## src/rtl/fork_join_scheduler.sv

```systemverilog
// Fork-join control: forks each accepted token to two branches, joins the results in tag order, fires the adder.
// Optional FORK_JOIN_PERF_EN adds perf_tokens / perf_stall saturating counters.
module fork_join_scheduler #(
    parameter int unsigned  MAX_INFLIGHT = 4,
    parameter int unsigned  TAG_W        = 3,
    localparam int unsigned CNT_W        = $clog2(MAX_INFLIGHT + 1)
) (
    input  logic             clk,
    input  logic             rst_n,
    input  logic             in_valid,
    output logic             in_ready,
    output logic             fork_a_valid,
    input  logic             fork_a_ready,
    output logic             fork_b_valid,
    input  logic             fork_b_ready,
    output logic [TAG_W-1:0] fork_tag,
    input  logic             join_a_valid,
    output logic             join_a_ready,
    input  logic [TAG_W-1:0] join_a_tag,
    input  logic             join_b_valid,
    output logic             join_b_ready,
    input  logic [TAG_W-1:0] join_b_tag,
    output logic             add_fire,
    output logic             out_valid,
    input  logic             out_ready,
    output logic [TAG_W-1:0] out_tag,
    output logic [CNT_W-1:0] inflight,
    output logic             tag_err
`ifdef FORK_JOIN_PERF_EN
    ,
    output logic [31:0]      perf_tokens,
    output logic [31:0]      perf_stall
`endif
);

    typedef enum logic {F_IDLE, F_SEND} fork_state_e;
    typedef enum logic [1:0] {J_COLLECT, J_FIRE, J_OUT} join_state_e;

    fork_state_e      fork_state_q, fork_state_d;
    join_state_e      join_state_q, join_state_d;
    logic             in_ready_q, in_ready_d;
    logic             fa_valid_q, fa_valid_d;
    logic             fb_valid_q, fb_valid_d;
    logic [TAG_W-1:0] fork_tag_q, fork_tag_d;
    logic [TAG_W-1:0] issue_tag_q, issue_tag_d;
    logic             ja_ready_q, ja_ready_d;
    logic             jb_ready_q, jb_ready_d;
    logic             a_got_q, a_got_d;
    logic             b_got_q, b_got_d;
    logic             add_fire_q, add_fire_d;
    logic             out_valid_q, out_valid_d;
    logic [TAG_W-1:0] out_tag_q, out_tag_d;
    logic [TAG_W-1:0] expect_tag_q, expect_tag_d;
    logic             tag_err_q, tag_err_d;
    logic [CNT_W-1:0] inflight_q, inflight_d;

    logic accept, out_xfer, a_xfer, b_xfer, has_room;

    assign accept   = in_valid && in_ready_q;
    assign out_xfer = out_valid_q && out_ready;
    assign a_xfer   = join_a_valid && ja_ready_q;
    assign b_xfer   = join_b_valid && jb_ready_q;

    // Occupancy after this edge; in_ready looks ahead so a freed slot is usable next cycle
    always_comb begin
        inflight_d = inflight_q;
        if (accept && !out_xfer) begin
            inflight_d = inflight_q + CNT_W'(1);
        end else if (!accept && out_xfer) begin
            inflight_d = inflight_q - CNT_W'(1);
        end
    end

    assign has_room = (inflight_d < CNT_W'(MAX_INFLIGHT));

    // Fork FSM: each branch valid retires independently; tag advances once both have taken the token
    always_comb begin
        fork_state_d = fork_state_q;
        in_ready_d   = 1'b0;
        fa_valid_d   = fa_valid_q;
        fb_valid_d   = fb_valid_q;
        fork_tag_d   = fork_tag_q;
        issue_tag_d  = issue_tag_q;
        case (fork_state_q)
            F_IDLE: begin
                if (accept) begin
                    fork_state_d = F_SEND;
                    fa_valid_d   = 1'b1;
                    fb_valid_d   = 1'b1;
                    fork_tag_d   = issue_tag_q;
                end else begin
                    in_ready_d = has_room;
                end
            end
            F_SEND: begin
                if (fork_a_ready) fa_valid_d = 1'b0;
                if (fork_b_ready) fb_valid_d = 1'b0;
                if (!fa_valid_d && !fb_valid_d) begin
                    fork_state_d = F_IDLE;
                    issue_tag_d  = issue_tag_q + TAG_W'(1);
                    in_ready_d   = has_room;
                end
            end
            default: fork_state_d = F_IDLE;
        endcase
    end

    // Join FSM: collect both results, pulse the adder, hold the sum until downstream takes it
    always_comb begin
        join_state_d = join_state_q;
        ja_ready_d   = 1'b0;
        jb_ready_d   = 1'b0;
        a_got_d      = a_got_q;
        b_got_d      = b_got_q;
        add_fire_d   = 1'b0;
        out_valid_d  = out_valid_q;
        out_tag_d    = out_tag_q;
        expect_tag_d = expect_tag_q;
        tag_err_d    = tag_err_q;
        case (join_state_q)
            J_COLLECT: begin
                if (a_xfer) begin
                    a_got_d = 1'b1;
                    if (join_a_tag != expect_tag_q) tag_err_d = 1'b1;
                end
                if (b_xfer) begin
                    b_got_d = 1'b1;
                    if (join_b_tag != expect_tag_q) tag_err_d = 1'b1;
                end
                if (a_got_d && b_got_d) begin
                    join_state_d = J_FIRE;
                    add_fire_d   = 1'b1;
                    out_tag_d    = expect_tag_q;
                    a_got_d      = 1'b0;
                    b_got_d      = 1'b0;
                end else begin
                    ja_ready_d = !a_got_d;
                    jb_ready_d = !b_got_d;
                end
            end
            J_FIRE: begin
                join_state_d = J_OUT;
                out_valid_d  = 1'b1;
            end
            J_OUT: begin
                if (out_ready) begin
                    join_state_d = J_COLLECT;
                    out_valid_d  = 1'b0;
                    expect_tag_d = expect_tag_q + TAG_W'(1);
                    ja_ready_d   = 1'b1;
                    jb_ready_d   = 1'b1;
                end
            end
            default: join_state_d = J_COLLECT;
        endcase
    end

    always_ff @(posedge clk or negedge rst_n) begin
        if (!rst_n) begin
            fork_state_q <= F_IDLE;
            join_state_q <= J_COLLECT;
            in_ready_q   <= 1'b0;
            fa_valid_q   <= 1'b0;
            fb_valid_q   <= 1'b0;
            fork_tag_q   <= '0;
            issue_tag_q  <= '0;
            ja_ready_q   <= 1'b0;
            jb_ready_q   <= 1'b0;
            a_got_q      <= 1'b0;
            b_got_q      <= 1'b0;
            add_fire_q   <= 1'b0;
            out_valid_q  <= 1'b0;
            out_tag_q    <= '0;
            expect_tag_q <= '0;
            tag_err_q    <= 1'b0;
            inflight_q   <= '0;
        end else begin
            fork_state_q <= fork_state_d;
            join_state_q <= join_state_d;
            in_ready_q   <= in_ready_d;
            fa_valid_q   <= fa_valid_d;
            fb_valid_q   <= fb_valid_d;
            fork_tag_q   <= fork_tag_d;
            issue_tag_q  <= issue_tag_d;
            ja_ready_q   <= ja_ready_d;
            jb_ready_q   <= jb_ready_d;
            a_got_q      <= a_got_d;
            b_got_q      <= b_got_d;
            add_fire_q   <= add_fire_d;
            out_valid_q  <= out_valid_d;
            out_tag_q    <= out_tag_d;
            expect_tag_q <= expect_tag_d;
            tag_err_q    <= tag_err_d;
            inflight_q   <= inflight_d;
        end
    end

    assign in_ready     = in_ready_q;
    assign fork_a_valid = fa_valid_q;
    assign fork_b_valid = fb_valid_q;
    assign fork_tag     = fork_tag_q;
    assign join_a_ready = ja_ready_q;
    assign join_b_ready = jb_ready_q;
    assign add_fire     = add_fire_q;
    assign out_valid    = out_valid_q;
    assign out_tag      = out_tag_q;
    assign inflight     = inflight_q;
    assign tag_err      = tag_err_q;

`ifdef FORK_JOIN_PERF_EN
    logic [31:0] perf_tokens_q, perf_stall_q;

    // Saturating event counters
    always_ff @(posedge clk or negedge rst_n) begin
        if (!rst_n) begin
            perf_tokens_q <= '0;
            perf_stall_q  <= '0;
        end else begin
            if (out_xfer && (perf_tokens_q != '1)) perf_tokens_q <= perf_tokens_q + 32'd1;
            if (in_valid && !in_ready_q && (perf_stall_q != '1)) perf_stall_q <= perf_stall_q + 32'd1;
        end
    end

    assign perf_tokens = perf_tokens_q;
    assign perf_stall  = perf_stall_q;
`endif

endmodule

```

## config.mk

```make
export PLATFORM = sky130hd
export DESIGN_NAME = fork_join_scheduler
export DESIGN_NICKNAME = d
export VERILOG_FILES = /design/src/rtl/fork_join_scheduler.sv
export SDC_FILE = /design/constraint.sdc
export NUM_CORES = 1
export LEC_CHECK = 0
export CORE_MARGIN = 3
export CORE_UTILIZATION = 48
export DETAILED_ROUTE_END_ITERATION = 6
export GPL_TIMING_DRIVEN = 0
export PLACE_DENSITY = 0.78
export SETUP_SLACK_MARGIN = 0.1
export SLEW_MARGIN = 5
export SYNTH_ARGS = -nofsm -noshare
export SYNTH_HDL_FRONTEND = slang
export SYNTH_SLANG_ARGS = --single-unit
export TNS_END_PERCENT = 20
```

## constraint.sdc

```tcl
create_clock -name clk -period 1.7 [get_ports clk]
set_input_delay 0.34 -clock clk [delete_from_list [all_inputs] [get_ports clk]]
set_output_delay 0.34 -clock clk [all_outputs]
set_load 0.01 [all_outputs]
```

==> After elaboration in Yosys (flattened, before gate mapping) <==
Cells that the tools add are included.
{ "op_classes": {"n_addsub": 4, "n_mux": 37, "n_eq_ne": 7, "n_reduce_logical": 22, "n_lt_le_gt_ge": 1, "bitwise_logic": 1} }
{ "ops": {"columns": ["cell", "count"], "rows": [
  ["$mux 1", 25],
  ["$pmux 1 s2", 7],
  ["$reduce_and 2->1", 6],
  ["$add 3x1->3 const B", 3],
  ["$logic_and 1x1->1", 8],
  ["$logic_not 1->1", 6],
  ["$mux 3", 2],
  ["$ne 2x2->1 const B", 3],
  ["$ne 3x3->1", 2],
  ["$pmux 2 s3", 1],
  ["$mux 2", 2],
  ["$lt 3x3->1 const B", 1],
  ["$sub 3x1->3 const B", 1],
  ["$eq 2x1->1 const B", 1],
  ["$eq 2x2->1 const B", 1],
  ["$logic_not 2->1", 1],
  ["$reduce_bool 2->1", 1],
  ["$not 1->1", 1]
]} }
{ "totals": {"regBits": 28, "output_inout_bits": 17, "elab_cells": 89, "in_bits": 14} }

==> Depth between registers and ports, before layout <==
{ "depth": {"word_depth": 8, "depth_mapped": 6, "mapped_depth_nobuf": 6} }

==> Worst setup path after synthesis <==
No wires, ideal clock.
{ "synth_timing": {"path_type": "reg-to-reg", "start": "reg in_ready_q (netlist: in_ready)", "end": "reg inflight_q[2] (netlist: inflight[2])", "setup_time_ns": 0.119, "required_time_ns": 1.581, "path_stages_with_launch": 7, "synth_period_minus_slack_ns": 1.542, "setup_slack_ns": 0.158, "n_path_buf": 0, "t_arrival_ns": 1.423, "cell_sequence": "dfrtp_1 nand2_1 inv_1 ha_1 and2_1 or3_1 and2_1"} }
{ "synth_between": {"elab_chain_len": 5, "elab_cells_between_ends": 6, "cone_classes": "mux: 2; reduce/logical: 4"} }
{ "synth_lines": {"columns": ["item", "line_no", "text"], "rows": [
  ["start, declared", "41", "logic in_ready_q, in_ready_d;"],
  ["start signal, assigned", "180", "in_ready_q <= in_ready_d;"],
  ["$logic_and 1x1->1 *", "59", "assign accept = in_valid && in_ready_q;"],
  ["$logic_not 1->1", "69", "end else if (!accept && out_xfer) begin"],
  ["$logic_and 1x1->1", "69", null],
  ["$mux 3", "69", null],
  ["$mux 3 *", "67", "if (accept && !out_xfer) begin"],
  ["via inflight_d[2]", "55", "logic [CNT_W-1:0] inflight_q, inflight_d;"],
  ["end signal, assigned", "194", "inflight_q <= inflight_d;"],
  ["end, declared", "55", null]
]} }
Mark *: on every way through the listed nets, which the timed path passes. The rest lies on a longest branch.
A chain may end at the register's enable or synchronous reset.

==> Final worst setup path <==
{ "layout_timing": {"start": "reg jb_ready_q (netlist: join_b_ready)", "end": "out join_b_ready"} }
{ "layout_lines": {"columns": ["item", "line_no", "text"], "rows": [
  ["start, declared", "47", "logic jb_ready_q, jb_ready_d;"],
  ["start signal, assigned", "186", "jb_ready_q <= jb_ready_d;"],
  ["end, declared", "21", "output logic join_b_ready,"]
]} }
No word-level cell between the ends.

==> reports/qor.txt <==
status - finished clean
top cells by area, synth - dfrtp_1 (55%), mux2_2 (7.9%), xnor2_1 (6.1%)
Clock Skew - 5.26 ps
H-Tree Depth - 1
DRT iter0 DRCs - 12
Netlist cell types - 26
largest net degree at the start of global routing - 29
clock latency on the worst-skew pair - 320 ps
CP cell instances - clkdlybuf4s50_1
Register-to-Register Path Depth - 4
RSZ-0062 raised after global routing - yes
WP buf/inv - 1
Power Density - 1760 nW/um2
fill cell count - 198
# clock sinks - 28
WL met3 - 115 um
Req. time, crit path - 1360 ps
Post-Place Cells - 170
post-synthesis cell area - 1280 um2
sequential share of power - 0.414
most frequent cells in the layout - dfrtp_1 (28), clkdlybuf4s50_1 (24), a21oi_1 (10)
multi-input combinational cell area - 582 um2
commonest non-fill, non-tap cell in the layout - dfrtp_1
fin worst setup slack - 72.2 ps
first-pass GRT wire length - 4.06 mm
root buffer cell - clkbuf_4
Die Wd - 57.7 um
wire length per cell - 13.8 um
final hold vios - 0
Psw - 1.07 mW
initial antenna violation count - 0
First-pass DRT Iterations - 4
Logic pwr share - 0.481
GRT overflow - 0
GR Util All Layers - 0.155
post-place setup slack - -390 ps
CP Capture Type - primary output
CTS Buf Count - 3
Finished Layout Cells - 178
Synth top area share - 0.545
met2 routed WL - 1.27 mm
die area - 3330 um2
Worst R2R Start - join_state_q[0]
vias in the first global route - 945
CP arrival - 1290 ps
area leader, netlist - dfrtp_1
Slowest-stage cell, CP - clkdlybuf4s50_1
DRT Wirelength - 2.45 mm
share of layout cells above drive strength 1 - 0.182
Port Buffers - 30
sw frac - 0.355
final setup vio count - 0
TritonCTS clock tree - yes
fmax - 614 MHz
highest routed layer - met4
via count - 937
final net count - 169
row count - 18
Ports - 31
Slew Limit Fails - 0
Post-route DRC - 0
ANT nets after route - 0
CTS Buffer Depth - 2
Synth Instances - 110
worst vdd ir - 1.23 mV
Layout area overhead - 33.6%
register area share after synthesis - 0.545
Seq cells post-synth - 28
Avg Cell Area, Syn - 11.7 um2
CP delay by family, top - buffers and inverters
WS Path Type - flop to primary output
Period Utilization, post-route - 0.958
Clk pwr share - 0.104
Die H - 57.7 um
Lkg Pwr - 0.782 nW
Clock Pin Slew Worst Setup and Hold Paths - 140 ps
Max Cap Viol - 0
gpl congestion - 0.753
Startpoint Class - flop
Routed met1 length - 1.04 mm
Pint - 1.95 mW
R2R Path End - out_tag[2]
total core area - 2520 um2
Syn. warnings - 0
Register Area - 701 um2
Worst Tran Pin Value - 594 ps
Pwr Total - 3.02 mW
Final min period - 1630 ps
Starting Density - 0.509
worst stage delay on the critical path - 560 ps
R2R Setup Slk - 180 ps
diodes inserted - 0
hold_buf cts - 0
syn nets - 130
worst relative slew slack - 0.604
via/cell ratio - 5.26
Post-DP HPWL - 1.82 mm
worst hold path type - input port to async pin
Crit Path Max Fanout - 3
[how the worst max path moves through the flow]
stage | start | end | cells past startpoint
CTS | inflight[0] | inflight[0] | 1
finish | join_b_ready | join_b_ready | 1
floorplan | in_ready | inflight[2] | 6
global route | inflight[0] | inflight[0] | 1
global placement | in_valid | inflight[2] | 7
detailed placement | in_valid | inflight[2] | 7
[state kept, by name, indices dropped and copies added, names as in the netlist, 2 cells and up]
signal / cells
expect_tag_q: 3
fork_tag: 3
inflight: 3
issue_tag_q: 3
join_state_q: 2
out_tag: 3
[synth_stat cells]
cell,count
or3_1,2
and2_1,2
inv_1,5
nand3_1,1
nand2_1,8
nor3b_1,1
a311oi_1,2
nor3_4,1
o21ai_0,5
nand2b_1,4
buf_6,1
o22a_1,1
xor2_1,1
xnor2_1,9
or2_1,1
dfrtp_1,28
and3b_1,2
a21oi_1,10
mux2_2,9
nor2_1,6
nor3_1,1
a31oi_1,1
nand4_1,1
ha_1,6
a211oi_1,1
a22o_1,1
[cells by family after synthesis]
| kind of cell | after synthesis | share of synthesized area |
|---|---|---|
| and+or+nand+nor | 30 | 0.130 |
| DFF | 28 | 0.545 |
| AOI/OAI and AO/OA | 21 | 0.0964 |
| xor gates and xnor gates | 10 | 0.0682 |
| muxes | 9 | 0.0789 |
| buffers and inverters | 6 | 0.0234 |
| adders and majority gates | 6 | 0.0584 |
[what timing repair did]
item,in CTS,in global routing
setup endpoints to repair,9,20
buffers inserted,0,4
gates cloned,0,0
pin swaps,0,1
hold endpoints to repair,0,0
resized for setup,4,9
[power by group through the flow]
stage	Combinational, mW	Clock (mW)	Sequential [mW]
after floorplan	0.729	0	1.30
after global placement	1.31	0	1.25
after detailed placement	1.37	0	1.27
after CTS	1.37	0.328	1.26
after global routing	1.60	0.356	1.30
final	1.45	0.315	1.25
[per-layer routing]
layer  track usage  up-vias
li1              -      457
met1         0.197      453
met2         0.266       23
met3        0.0356        4
met4        0.0397        0
met5             0        -
[cell type report]
type                            instances  area share
Inverter                                5      0.0109
Timing Repair Buffer                   34       0.192
Sequential cell                        28       0.408
Tap cell                               30      0.0219
Clock buffer                            4      0.0211
Multi-Input combinational cell         76       0.339
Buffer                                  1     0.00656
[stage by stage]
step,hold slack (ps),area [um2],util,setup TNS (ps)
finish,0.400,1720,0.681,0
global route,17.1,1720,0.681,0
CTS,485,1660,0.659,0
detailed placement,464,1620,0.643,-4500
global placement,457,1620,0.643,-3930
floorplan,44.4,1280,-,0
Power figures use the tool's default switching activity.
